[src/rtl/factorial_ctrl.sv]
// -----------------------------------------------------------------------------
// factorial_ctrl
//   Iterative n! controller that drives an external combinational multiplier.
//   A level request 'go' sampled in IDLE starts a computation of n!. Each cycle
//   in CALC multiplies the running product by a down-counter until the counter
//   reaches 1. An operand above N_MAX is rejected immediately with 'err'. The
//   result is held in DONE/ERR until 'go' is dropped, which acts as the
//   completion acknowledge.
//
// Ports
//   clk    in   1        rising-edge clock
//   rst    in   1        asynchronous, active-low reset
//   go     in   1        level request / acknowledge (sampled in IDLE, DONE, ERR)
//   n      in   N_WIDTH  operand, latched when go is sampled in IDLE
//   mul_x  out  WIDTH    multiplier operand = running product register
//   mul_y  out  WIDTH    multiplier operand = counter register, zero-extended
//   mul_z  in   WIDTH    multiplier result (combinational, truncated)
//   busy   out  1        high in CALC
//   done   out  1        high in DONE
//   err    out  1        high in ERR
//   nf     out  WIDTH    registered result n!
// -----------------------------------------------------------------------------
module factorial_ctrl #(
  parameter int WIDTH   = 32,
  parameter int N_WIDTH = 4,
  parameter int N_MAX   = 12
) (
  input  logic               clk,
  input  logic               rst,
  input  logic               go,
  input  logic [N_WIDTH-1:0] n,
  output logic [WIDTH-1:0]   mul_x,
  output logic [WIDTH-1:0]   mul_y,
  input  logic [WIDTH-1:0]   mul_z,
  output logic               busy,
  output logic               done,
  output logic               err,
  output logic [WIDTH-1:0]   nf
);

  typedef enum logic [1:0] {
    IDLE = 2'd0,
    CALC = 2'd1,
    DONE = 2'd2,
    ERR  = 2'd3
  } state_t;

  localparam logic [N_WIDTH-1:0] N_LIMIT = N_WIDTH'(N_MAX);
  localparam logic [N_WIDTH-1:0] CNT_ONE = N_WIDTH'(1);

  state_t               state_q, state_d;
  logic [WIDTH-1:0]     prod_q,  prod_d;
  logic [N_WIDTH-1:0]   cnt_q,   cnt_d;
  logic [WIDTH-1:0]     nf_q,    nf_d;

  // Next-state and datapath update.
  // NOTE: every variable gets a default first so no path through the case
  // leaves it unassigned; that is what keeps this block free of latches.
  always_comb begin
    state_d = state_q;
    prod_d  = prod_q;
    cnt_d   = cnt_q;
    nf_d    = nf_q;

    case (state_q)
      IDLE: begin
        if (go) begin
          nf_d = '0;
          if (n > N_LIMIT) begin
            // Reject before touching the datapath; prod/cnt keep their values.
            state_d = ERR;
          end else begin
            cnt_d   = n;
            prod_d  = WIDTH'(1);
            state_d = CALC;
          end
        end
      end

      CALC: begin
        // cnt<=1 covers n=0 and n=1: no multiply, prod is already the answer.
        if (cnt_q <= CNT_ONE) begin
          nf_d    = prod_q;
          state_d = DONE;
        end else begin
          prod_d = mul_z;
          cnt_d  = cnt_q - CNT_ONE;
        end
      end

      DONE, ERR: begin
        if (!go) state_d = IDLE;
      end

      default: state_d = IDLE;
    endcase
  end

  // NOTE: sequential state uses non-blocking assignments so every register
  // samples its pre-edge value regardless of statement order.
  // NOTE: all registers are reset asynchronously; the operands seen by the
  // multiplier and the result port read zero while rst is low.
  always_ff @(posedge clk or negedge rst) begin
    if (!rst) begin
      state_q <= IDLE;
      prod_q  <= '0;
      cnt_q   <= '0;
      nf_q    <= '0;
    end else begin
      state_q <= state_d;
      prod_q  <= prod_d;
      cnt_q   <= cnt_d;
      nf_q    <= nf_d;
    end
  end

  // Multiplier operands come straight from registers: no input reaches them
  // combinationally, so mul_z can be a long path without forming a loop.
  assign mul_x = prod_q;
  assign mul_y = WIDTH'(cnt_q);

  assign busy  = (state_q == CALC);
  assign done  = (state_q == DONE);
  assign err   = (state_q == ERR);
  assign nf    = nf_q;

endmodule
[config.mk]
export PLATFORM = sky130hd
export DESIGN_NAME = factorial_ctrl
export DESIGN_NICKNAME = d
export VERILOG_FILES = /design/src/rtl/factorial_ctrl.sv
export SDC_FILE = /design/constraint.sdc
export NUM_CORES = 1
export LEC_CHECK = 0
export BUFFER_PORTS_ARGS = -buffer_cell sky130_fd_sc_hd__clkbuf_2
export CAP_MARGIN = 20
export CELL_PAD_IN_SITES_DETAIL_PLACEMENT = 1
export CELL_PAD_IN_SITES_GLOBAL_PLACEMENT = 2
export CORE_AREA = 2 2 122 100
export DETAILED_ROUTE_END_ITERATION = 7
export DIE_AREA = 0 0 124 102
export GPL_ROUTABILITY_DRIVEN = 0
export PLACE_DENSITY_LB_ADDON = 0.2
export SYNTH_ARGS = -nofsm -noshare
export SYNTH_HDL_FRONTEND = slang
export SYNTH_SLANG_ARGS = --single-unit
[constraint.sdc]
create_clock -name clk -period 5.14 [get_ports clk]
set_clock_uncertainty 0.05 [all_clocks]
set_input_delay 0 -clock clk [delete_from_list [all_inputs] [get_ports clk]]
set_output_delay 0 -clock clk [all_outputs]
set_load 0.02 [all_outputs]
==> run metrics, run 1 <==
status finished clean; reg-to-reg startpoint state_q[0]; Worst-Margin Slew ~1000 ps; global route overflow 0; Mean Syn Cell Area between 9 and 10 sq um; clk sink count 70; row count 35; TNS Setup 0 ps; Multi-input gate area between 1000 and 1500 sq um; area grow syn2layout 35.1%; synth unique cells 34; buffers added on ports about 110; ANT cells 0; mux contribution to synthesized area 0.0986; Max VDD drop between 0.0002 and 0.00025 V; minimum clock period around 2800 ps; Tot GR Track Use 0.156; # setup viols final 0; WS Path Type reg -> out; Root Buffer clkbuf_16; post-synthesis adder-cell area fraction 0.00747; power density over the cells ~650 nW/um^2; Worst R2R Setup Slack roughly 2400 ps; critical hold path startpoint n[3]; largest net degree at the start of global routing 71; CTS tree done; drt drc 0; Fin. Hold Viols 0; Reg2Reg Depth 5; H-tree level count 3; clk buf depth 2; vias in the first global route between 2,000 and 3,000; CORE AREA 11,400 sq um; Routed Antenna Nets 0; Fmax between 300 and 400 MHz; Die Span Y around 100 um; cell count after placement 592; Seq. cell area ~1800 sq um; layout cells sized above 1 0.270; final cell count without fillers 640; vias per inst about 4.4; fin crit share 0.538; synthesized area ~3400 sq um; drt first pass iters 4; max-slew violation count 0; Worst Path Required roughly 5000 ps; die width 124 um; # hold bufs at CTS 35; crit path max fanout 42; Post-Synth Simple-Gate Area 0.107; #FFs+latches synth 70; hold path depth 3; fill count between 1,000 and 1,500; Clock Pin Slew Worst Setup and Hold Paths around 60 ps; xor and xnor fraction of the mapped netlist area 0; Max Cap Violations 0; largest family of logic cells by synthesized area buffers and inverters; register area share after synthesis 0.523; Initial Utilization 0.294; DR WL/cell roughly 15 um; R2R Path End cnt_q[0]; initial antenna violation count 0; Initial DRC Count around 130; first-pass GRT wire length between 15 and 20 mm; crit end category primary output; Layout Nets around 530; Hold Crit Class in -> reg; die area about 13,000 sq um; # IOs between 100 and 150; HPWL after DPL approximately 6.3 mm; Worst-Skew Late Latency 320 ps; Lkg Pwr around 2.3 nW; data arrival time of the worst path between 2000 and 3000 ps; Synth Area in Compound Gates 0.128; Startpoint Class register; WL final approximately 9.5 mm; Hold Path Sink cnt_q[3]; relative slew slack 0.331; CTS resizes 0; TritonCTS Buffers 9; RSZ-0062 raised after global routing false; Mapped Cells ~360; Ys Warns 0; Via Count between 2,000 and 3,000; Post-CTS Setup Bufs 0
==> per-stage QoR <==
| stage | area (sq um) | total power [mW] | hold WS [ps] | setup slack (ps) | util |
|---|---|---|---|---|---|
| after CTS | 4530 | 3.02 | 11.3 | 2260 | 0.398 |
| final | 4530 | 2.96 | 12.2 | 2370 | 0.398 |
| after global routing | 4530 | 3.21 | 40.9 | 2050 | 0.398 |
| after floorplan | 3450 | 1.94 | -346 | 3140 | - |
| after detailed placement | 3910 | 2.42 | 158 | 2290 | 0.344 |
| after global placement | 3910 | 2.38 | 148 | 2360 | 0.344 |
==> power by group <==
part           internal [mW]  switching (mW)  total [mW]
logic                  0.486           0.920        1.41
clock network          0.343           0.213       0.555
registers              0.792           0.204       0.997
==> critical path: stages (launching register included) <==
cell      delay [ps]
dfrtp_1          830
buf_4            380
nor2b_4          870
clkbuf_2         310
==> cell usage after synthesis <==
cell | n | area share
a21bo_2 | 1 | 0.0030
nor3_1 | 1 | 0.0015
o211ai_1 | 1 | 0.0022
a21oi_1 | 2 | 0.0030
or3_1 | 1 | 0.0019
a21oi_2 | 1 | 0.0026
clkbuf_1 | 15 | 0.017
o21bai_1 | 1 | 0.0022
or2_4 | 1 | 0.0026
or2_2 | 2 | 0.0037
buf_6 | 1 | 0.0034
a31o_2 | 1 | 0.0026
nand3_1 | 2 | 0.0030
a31o_1 | 1 | 0.0026
and2_1 | 2 | 0.0037
a32o_1 | 1 | 0.0030
o21ai_0 | 67 | 0.10
and2b_1 | 1 | 0.0022
or4_1 | 1 | 0.0022
nand2_1 | 65 | 0.073
mux2i_1 | 33 | 0.099
conb_1 | 1 | 0.0011
buf_4 | 31 | 0.069
nor2b_1 | 3 | 0.0056
clkbuf_2 | 3 | 0.0045
a2bb2oi_1 | 1 | 0.0026
nor2_1 | 5 | 0.0056
buf_2 | 1 | 0.0015
dfrtp_1 | 70 | 0.52
inv_1 | 35 | 0.039
o31a_1 | 1 | 0.0026
ha_1 | 2 | 0.0075
nand2b_1 | 1 | 0.0019
o22ai_1 | 1 | 0.0019
==> worst max path at each step <==
| stage | from | endpoint | slack, ps |
|---|---|---|---|
| 3_3_place_gp | state_q[0] | cnt_q[0] | 2360 |
| 3_5_place_dp | state_q[0] | cnt_q[0] | 2290 |
| 5_1_grt | state_q[0] | cnt_q[0] | 2050 |
| 6_report | state_q[0] | busy | 2370 |
| 4_1_cts | state_q[0] | busy | 2260 |
| 2_1_floorplan | cnt_q[0] | cnt_q[0] | 3140 |
==> kinds of logic after synthesis <==
family | Yosys count
flip-flops | 70
AND/OR/NAND/NOR | 85
AO/OA/AOI/OAI | 79
other | 1
buffers and inverters | 86
multiplexers | 33
adder cells (fa/ha/maj) | 2
==> registers in the layout, indices dropped and copies added, names as in the netlist <==
| name | cells |
|---|---|
| mul_x | 32 |
| nf | 32 |
| cnt_q | 4 |
| state_q | 2 |
==> per-layer routing <==
layer	wire, um	track usage
met4	83	0.0389
met3	436	0.0357
met1	4580	0.219
met5	0	0
met2	4370	0.245
==> placed cells by master, fill, tap and decap left out <==
cell | netlist | layout
mux2i_1 | 33 | 33
o22ai_1 | 1 | 1
o31a_1 | 1 | 1
a31o_2 | 1 | 1
o21bai_4 | 0 | 1
a2bb2oi_1 | 1 | 1
buf_4 | 31 | 4
nor2b_1 | 3 | 2
clkinv_2 | 0 | 2
o21ai_0 | 67 | 67
nor3_1 | 1 | 1
ha_1 | 2 | 2
or4_1 | 1 | 1
or2_2 | 2 | 2
nor2b_4 | 0 | 1
or3_1 | 1 | 1
clkbuf_8 | 0 | 2
a31o_1 | 1 | 1
o211ai_1 | 1 | 1
and2_1 | 2 | 2
conb_1 | 1 | 28
dlygate4sd3_1 | 0 | 35
a32o_1 | 1 | 1
nand2_1 | 65 | 65
or2_4 | 1 | 1
nand3_1 | 2 | 2
inv_1 | 35 | 35
dfrtp_1 | 70 | 70
and2b_1 | 1 | 1
clkbuf_2 | 3 | 108
nand2b_1 | 1 | 1
a21bo_2 | 1 | 1
nor2_1 | 5 | 5
a21oi_4 | 0 | 1
clkbuf_16 | 0 | 9
a21oi_1 | 2 | 2
==> area by class of cell <==
class | count | share of cell area
inverters | 35 | 0.0290
repair buffers | 147 | 0.203
clock buffers | 11 | 0.0558
flip-flops and latches | 70 | 0.387
clock inverters | 2 | 0.00221
well taps | 148 | 0.0409
multi-input cells | 227 | 0.282
Power figures use the tool's default switching activity.
==> run 2: changes to the inputs <==
CORE_AREA = 2 2 126 103   (was 2 2 122 100)
DIE_AREA = 0 0 128 105   (was 0 0 124 102)
clock period = 2.7 ns   (was 5.14 ns; I/O delays follow)
==> run metrics, run 2 (same netlist as run 1, synthesis figures left out) <==
crit path max fanout 32 (-24%); crit-path cells inv_1, ha_1, or2_4, a31o_1, or2_2, o21ai_0; Worst-Margin Slew 929 ps (-73.1 ps); Max Cap Violations 0 (unchanged); Root Buffer clkbuf_16; fin crit share 0.874; GR met1 Demand/Resource 0.203 (-0.0163); H-tree level count 3 (unchanged); DR WL/cell 15.0 um (+1.2%); Fin. Hold Viols 0 (unchanged); area grow syn2layout 36.6%; Lkg Pwr 2.30 nW (+0.75%); Routed Antenna Nets 0 (unchanged); Initial DRC Count 131 (-1.5%); power density over the cells 1260 nW/um^2 (+92%); TritonCTS Buffers 9 (unchanged); clk sink count 70 (unchanged); CTS tree done; Layout Nets 533 (+0.38%); minimum clock period 2360 ps; Worst Path Required 2900 ps (-2190 ps); buffers added on ports 109 (unchanged); drt drc 0 (unchanged); Fmax around 420 MHz; Clock Pin Slew Worst Setup and Hold Paths 60 ps (about the same); Startpoint Class register; GRT met3 Usage 0.0440 (+0.00832); Hold WS 27.5 ps (+15.3 ps); CORE AREA 12,100 sq um (+6.0%); Crit path largest cell delay 590 ps (-280 ps); status finished clean; CP max-delay cell or2_2; die width 128 um (+3.2%); HPWL after DPL 6.54 mm (+3.0%); vias in the first global route 2,898 (+0.49%); max-slew violation count 0 (unchanged); Tot GR Track Use 0.150 (-0.00555); Via Count 2,825 (+0.32%); Hold Crit Class in -> reg; global route overflow 0 (unchanged); TNS Setup 0 ps (unchanged); # setup viols final 0 (unchanged); grt met2 use 0.234 (-0.0114); WS Path Type reg -> reg; crit end category register; critical hold path startpoint n[3]; data arrival time of the worst path 2550 ps (-170 ps); row count 36 (+2.9%); # IOs 138 (unchanged); ANT cells 0 (unchanged); vias per inst 4.35 (-1.1%); most common cell after layout, fill and taps aside clkbuf_2; layout cells sized above 1 0.280 (+0.00935); first-pass GRT wire length 15.6 mm (+2.6%); RSZ-0062 raised after global routing false; die area 13,400 sq um (+6.3%); Initial Utilization 0.278 (-0.0167); commonest cells after routing, fill and taps aside clkbuf_2, dfrtp_1, o21ai_0, nand2_1; largest net degree at the start of global routing 71 (unchanged); initial antenna violation count 0 (unchanged); reg-to-reg startpoint cnt_q[0]; drt first pass iters 4 (unchanged); most used routing layer met2; Die Span Y 105 um (+2.9%); CTS resizes 0 (unchanged); Critical path origin cnt_q[0]; relative slew slack 0.381 (+0.0502); clk buf depth 2 (unchanged); WL final 9.72 mm (+2.6%); Worst-Skew Late Latency 330 ps (about the same); Max VDD drop 0.000409 V (+68%)
## run 2: changes by cell type in the layout (fill, tap and decap cells not counted)
cell / change
buf_4: +2
bufinv_16: +1
clkbuf_8: -2
clkinv_2: +2
clkinvlp_4: +2
dfrtp_1: -1
dfrtp_2: +1
## run 2: cell type report
type	instances	area, sq um
Fill cell	1436	7500
Sequential cell	70	1750
Multi-Input combinational cell	227	1270
Timing Repair Buffer	149	936
Clock buffer	9	225
Tap cell	152	190
Inverter	35	131
Clock inverter	7	65.1
## run 2: power by group
part | leakage (nW) | internal, mW | switching (mW) | total [mW]
Sequential | 0.887 | 1.51 | 0.364 | 1.87
Clock | 0.141 | 0.708 | 0.454 | 1.16
Combinational | 1.27 | 0.939 | 1.78 | 2.72
Total | 2.30 | 3.16 | 2.60 | 5.75
## run 2: path summary, 6_finish.rpt
kind                              end  slack, ps  cells after the start
setup reg to reg            mul_x[11]        340                      6
max in group asynchronous  state_q[0]       1650                      2
hold / removal               cnt_q[3]         30                      3
min in group asynchronous      nf[21]        310                      2
hold reg to reg                nf[19]        470                      2
setup / recovery            mul_x[11]        340                      6
## run 2: layer usage
metal	routed length [um]	share of wire
met1	4690	0.48
met2	4370	0.45
met3	542	0.056
met5	0	0
met4	121	0.012
## run 2: metrics by stage
stage           util  power [mW]  cells  setup WS (ps)  area, sq um
6_report       0.379        5.75    649            341         4580
5_1_grt        0.379        6.21    649           87.0         4580
4_1_cts        0.379        5.86    649            301         4580
3_5_place_dp   0.326        4.63    598            312         3940
3_3_place_gp   0.326        4.57    598            403         3940
2_1_floorplan      -        3.69    383            696         3450
## run 2: what timing repair did
action | CTS | global route
hold endpoints to repair | 105 | 0
hold buffers | 35 | 0
buffers inserted | 0 | 0
## run 2: critical path, delay by kind of cell (launching register included)
family	cells	cell delay, ps
AOI/OAI and AO/OA	2	680
adders and majority gates	1	220
buffers and inverters	1	70
DFF	1	400
and+or+nand+nor	2	840
